$ cat config.mk
export PLATFORM = sky130hd
export DESIGN_NAME = door_lock_ctrl
export DESIGN_NICKNAME = d
export VERILOG_FILES = /design/src/rtl/door_lock_ctrl.sv
export SDC_FILE = /design/constraint.sdc
export NUM_CORES = 1
export LEC_CHECK = 0
export CAP_MARGIN = 40
export CORE_AREA = 2 2 46 56
export DETAILED_ROUTE_END_ITERATION = 12
export DIE_AREA = 0 0 48 58
export PLACE_DENSITY_LB_ADDON = 0.12
export SYNTH_ARGS = -nofsm -noshare
export SYNTH_HDL_FRONTEND = slang
export SYNTH_SLANG_ARGS = --single-unit
export TNS_END_PERCENT = 100
$ cat constraint.sdc
create_clock -name clock -period 2.3 [get_ports clock]
set_input_delay 0.69 -clock clock [delete_from_list [all_inputs] [get_ports clock]]
set_output_delay 0.69 -clock clock [all_outputs]
set_load 0.02 [all_outputs]
$ cat src/rtl/door_lock_ctrl.sv
// Door lock controller: turns code-detector pulses into a timed door strike
// window, tracks consecutive bad entries with a timed lockout, and raises a
// latched alarm when the door opens while it should be locked.
module door_lock_ctrl #(
    parameter int unsigned UNLOCK_CYCLES  = 16,
    parameter int unsigned LOCKOUT_CYCLES = 32,
    parameter int unsigned MAX_FAILS      = 3,
    parameter int unsigned CNT_W          = 8
) (
    input  logic       clock,
    input  logic       reset,
    input  logic       code_ok,
    input  logic       code_bad,
    input  logic       door_closed,
    input  logic       lock_req,
    output logic       unlock,
    output logic       alarm,
    output logic       locked_out,
    output logic [3:0] fail_cnt
);

    typedef enum logic [2:0] {
        S_LOCKED   = 3'd0,
        S_UNLOCKED = 3'd1,
        S_HOLD     = 3'd2,
        S_LOCKOUT  = 3'd3,
        S_ALARM    = 3'd4
    } state_e;

    localparam logic [CNT_W-1:0] UNLOCK_LOAD  = CNT_W'(UNLOCK_CYCLES - 1);
    localparam logic [CNT_W-1:0] LOCKOUT_LOAD = CNT_W'(LOCKOUT_CYCLES - 1);
    // Count value at which the next bad entry triggers lockout.
    localparam logic [3:0]       FAIL_LIMIT   = 4'(MAX_FAILS - 1);

    state_e           state_q, state_d;
    logic [CNT_W-1:0] timer_q, timer_d;
    logic [CNT_W-1:0] timer_dec;
    logic [3:0]       fail_q, fail_d;
    logic             unlock_q, unlock_d;
    logic             alarm_q, alarm_d;
    logic             locked_out_q, locked_out_d;

    // Next-state, timer and fail-count logic; outputs decoded from next state
    always_comb begin
        state_d   = state_q;
        timer_d   = timer_q;
        fail_d    = fail_q;
        timer_dec = (timer_q != '0) ? timer_q - CNT_W'(1) : '0;

        case (state_q)
            S_LOCKED: begin
                if (!door_closed) begin
                    state_d = S_ALARM;
                end else if (code_ok) begin
                    state_d = S_UNLOCKED;
                    timer_d = UNLOCK_LOAD;
                    fail_d  = '0;
                end else if (code_bad) begin
                    if (fail_q == FAIL_LIMIT) begin
                        state_d = S_LOCKOUT;
                        timer_d = LOCKOUT_LOAD;
                        fail_d  = '0;
                    end else begin
                        fail_d = fail_q + 4'd1;
                    end
                end
            end
            S_UNLOCKED: begin
                if (code_ok) begin
                    timer_d = UNLOCK_LOAD;
                end else if (lock_req || timer_q == '0) begin
                    state_d = door_closed ? S_LOCKED : S_HOLD;
                end else begin
                    timer_d = timer_dec;
                end
            end
            S_HOLD: begin
                if (door_closed) begin
                    state_d = S_LOCKED;
                end
            end
            S_LOCKOUT: begin
                fail_d = '0;
                if (!door_closed) begin
                    state_d = S_ALARM;
                end else if (timer_q == '0) begin
                    state_d = S_LOCKED;
                end else begin
                    timer_d = timer_dec;
                end
            end
            S_ALARM: begin
                if (code_ok) begin
                    state_d = S_UNLOCKED;
                    timer_d = UNLOCK_LOAD;
                    fail_d  = '0;
                end
            end
            default: begin
                state_d = S_LOCKED;
                timer_d = '0;
                fail_d  = '0;
            end
        endcase

        // Decoding from the next state keeps outputs registered yet aligned
        // with the state they describe.
        unlock_d     = (state_d == S_UNLOCKED) || (state_d == S_HOLD);
        alarm_d      = (state_d == S_ALARM);
        locked_out_d = (state_d == S_LOCKOUT);
    end

    // State, timer, fail count and output registers with synchronous reset
    always_ff @(posedge clock) begin
        if (!reset) begin
            state_q      <= S_LOCKED;
            timer_q      <= '0;
            fail_q       <= '0;
            unlock_q     <= 1'b0;
            alarm_q      <= 1'b0;
            locked_out_q <= 1'b0;
        end else begin
            state_q      <= state_d;
            timer_q      <= timer_d;
            fail_q       <= fail_d;
            unlock_q     <= unlock_d;
            alarm_q      <= alarm_d;
            locked_out_q <= locked_out_d;
        end
    end

    assign unlock     = unlock_q;
    assign alarm      = alarm_q;
    assign locked_out = locked_out_q;
    assign fail_cnt   = fail_q;

endmodule
==> summary.md <==
| Metric | Value |
|---|---|
| Outcome | completed |
| P_leak | 0.5360 nW |
| Gates resized, CTS repair | 0 |
| #FFs+latches synth | 18 |
| First-pass GRT wire length | 4664 um |
| Largest net degree at the start of global routing | 17 |
| Total Die Area | 2784 um^2 |
| Vias per cell | 5.776 |
| HPWL Detailed | 1990 um |
| Number of synthesized flops with an enable pin | 0 |
| Clock Sink Count | 18 |
| Final slew viol count | 0 |
| Pwr/cell area | 705.6 nW/um^2 |
| Min-Delay Path Class | register to register |
| Setup Buffers After CTS | 0 |
| Antenna Nets Post-Route | 0 |
| Layout cells sized above 1 | 18.63% |
| Hold path endpoint | timer_q[7]$_SDFFE_PN0P_ |
| Final hold viol count | 0 |
| CP Class | primary input to register |
| 1st-iter DRT viols | 22 |
| Crit-path cells | clkdlybuf4s50_1 -> nor3b_1 -> a311oi_1 -> a31o_2 -> or4_1 -> a21oi_1 |
| R2R Path End | timer_q[2]$_SDFFE_PN0P_ |
| Max-cap violations | 0 |
| Core Region | roughly 2300 um^2 |
| FFs w/ async S/R, synth | 0% |
| First-pass DRT Iterations | 4 |
| R2r setup slk | ~0.27 ns |
| Syn Area/Cell | 8.418 um^2 |
| Initial Util | between 50% and 60% |
| Final WL | approximately 2600 um |
| WL/cell | 13.55 um |
| Vias in the first global route | 1061 |
| Final period util | 93.90% |
| Kind of end point of the critical path | register |
| Initial antenna violation count | 0 |
| CP delay by family, top | simple AND/OR/NAND/NOR gates |
| Clock Latency Late Sink | roughly 0.3 ns |
| FF-to-FF path depth | 7 |
| PortBufs | 12 |
| Synth-to-Final Area Change | 23.72% |
| Bufs and invs on worst path | 1 |
| Post-Synthesis Cells | approximately 140 |
| Worst EP arrival | 2.40 ns |
| Die Width | 48 um |
| Worst Skew | 0.003785 ns |
| Final nets | 172 |
| Setup TNS | 0 ns |
| Final min period | roughly 2.2 ns |
| Post-Syn Area | about 1100 um^2 |
| Synth cell types | 49 |
| Worst-case clock buffer depth | 2 |
| CP max stage delay | around 0.51 ns |
| CTS tree | built |
| Crit path launch type | primary input |
| DR vias | 1109 |
| Clock root buffer | clkbuf_4 |
| Max Freq | approximately 460 MHz |
| Commonest non-fill, non-tap cell in the layout | dfxtp_1 |
| CP max-delay cell | or4_1 |
| Clk pin slew, worst setup/hold paths | 0.10 ns |
| Critical Path RT | 2.54 ns |
| Htree depth | 1 |
| Final Util | 62.71% |
| Hold Crit Start | timer_q[7]$_SDFFE_PN0P_ |
| Yosys warnings | 0 |
| Design area | 1416 um^2 |
| Worst slew pin tran | 0.4810 ns |
| Post-synthesis sequential area ratio | 31.48% |
| Leading cell types in the layout, fill and taps excluded | 18 x dfxtp_1, 13 x nor2_1, 12 x clkdlybuf4s50_1, 12 x buf_4, 8 x inv_1 |
| Die Ht | about 58 um |
| ANT cells | 0 |
| Syn_nets | 146 |
| Final setup viols | 0 |
| Remaining DRCs | 0 |
| I/O pins | 13 |
| Placement Cell Area | ~1400 um^2 |
| RR Startpoint | timer_q[0]$_SDFFE_PN0P_ |
| # rows | 19 |
| # hold bufs at CTS | 0 |
| Routability-driven placement congestion ratio | 0.8155 |
| Slew HR | 67.89% |
| RSZ-0062 raised after global routing | false |
| Gr ovfl total | 0 |
| Overall routing resource usage | 23.08% |
| CTS buffer count | 3 |
| Synth Flop Type | dfxtp_1 |
| Largest fanout on the critical path | 5 |
| Peak supply drop | 0.4355 mV |
| Hold path depth | 2 |
==> final cells by class <==
cell class / instances / area [um^2]
clock buffer: 4 / 36.28
tap: 31 / 38.79
fill: 207 / 842.1
timing repair buffer: 24 / 210.2
sequential: 18 / 360.3
multi-input combinational: 107 / 740.7
inverter: 8 / 30.03
==> worst max path at each step <==
stage,from,end,slack [ns],cells past startpoint
2_1_floorplan,fail_cnt[1]$_SDFFE_PN0P_,timer_q[5]$_SDFFE_PN0P_,0.38,6
3_3_place_gp,door_closed,timer_q[5]$_SDFFE_PN0P_,-0.10,6
3_5_place_dp,door_closed,timer_q[2]$_SDFFE_PN0P_,-0.13,6
4_1_cts,door_closed,timer_q[5]$_SDFFE_PN0P_,0.16,6
5_1_grt,door_closed,timer_q[5]$_SDFFE_PN0P_,0.04,6
6_report,door_closed,timer_q[5]$_SDFFE_PN0P_,0.14,6
==> tightest hold or removal path, stage by stage, from the launching register on <==
cell     delay [ns]
dfxtp_1        0.33
nand2_1        0.06
o32ai_1        0.07
==> Yosys cell counts (4+ instances only) <==
cell type  instances  area, um^2
a211oi_1           5       37.54
a21oi_1            4       20.02
a22o_1             5       43.79
dfxtp_1           18       360.4
ha_1               4       50.05
inv_1              8       30.03
nand2_1            7       26.28
nand2b_1           4       25.02
nand3_1            5       25.02
nor2_1            13       48.80
nor3_1             4       20.02
xnor2_1            5       43.79
==> routing by layer <==
metal	up-vias	part of all wire [%]	GRT usage [%]
met4	0	1.7	10.42
met5	-	0	0
li1	559	-	-
met1	527	46	28.79
met2	19	49	37.33
met3	4	2.6	4.050
==> metrics by stage <==
stage	setup WS (ns)	power [W]	cells	hold WS [ns]
final	0.1403	0.0009994	192	0.5000
after global routing	0.04205	0.001069	192	0.5221
after CTS	0.1616	0.001005	192	0.4986
after detailed placement	-0.1318	0.0008067	188	0.4826
after global placement	-0.1015	0.0007964	188	0.4742
after floorplan	0.3812	0.0006797	136	0.4514
==> cells by family after synthesis <==
group,count (synthesis),synth area share [%]
AO/OA/AOI/OAI,41,27.65
XOR/XNOR,5,3.825
adder cells (fa/ha/maj),4,4.372
buffers and inverters,11,3.825
flip-flops,18,31.48
multiplexers,1,0.9835
AND/OR/NAND/NOR,56,27.87
==> registers in the layout, indices dropped and copies added (netlist names) <==
register / cells
alarm: 1
fail_cnt: 4
unlock: 1
locked_out: 1
timer_q: 8
state_q: 3
==> where the power goes <==
part	internal (W)	switching [W]	total [W]	leakage, nW
clock network	0.0000965	0.000100	0.000197	0.0210
registers	0.000344	0.0000527	0.000397	0.147
logic	0.000197	0.000209	0.000406	0.368
Note: power is estimated with default switching activity, not from simulation.
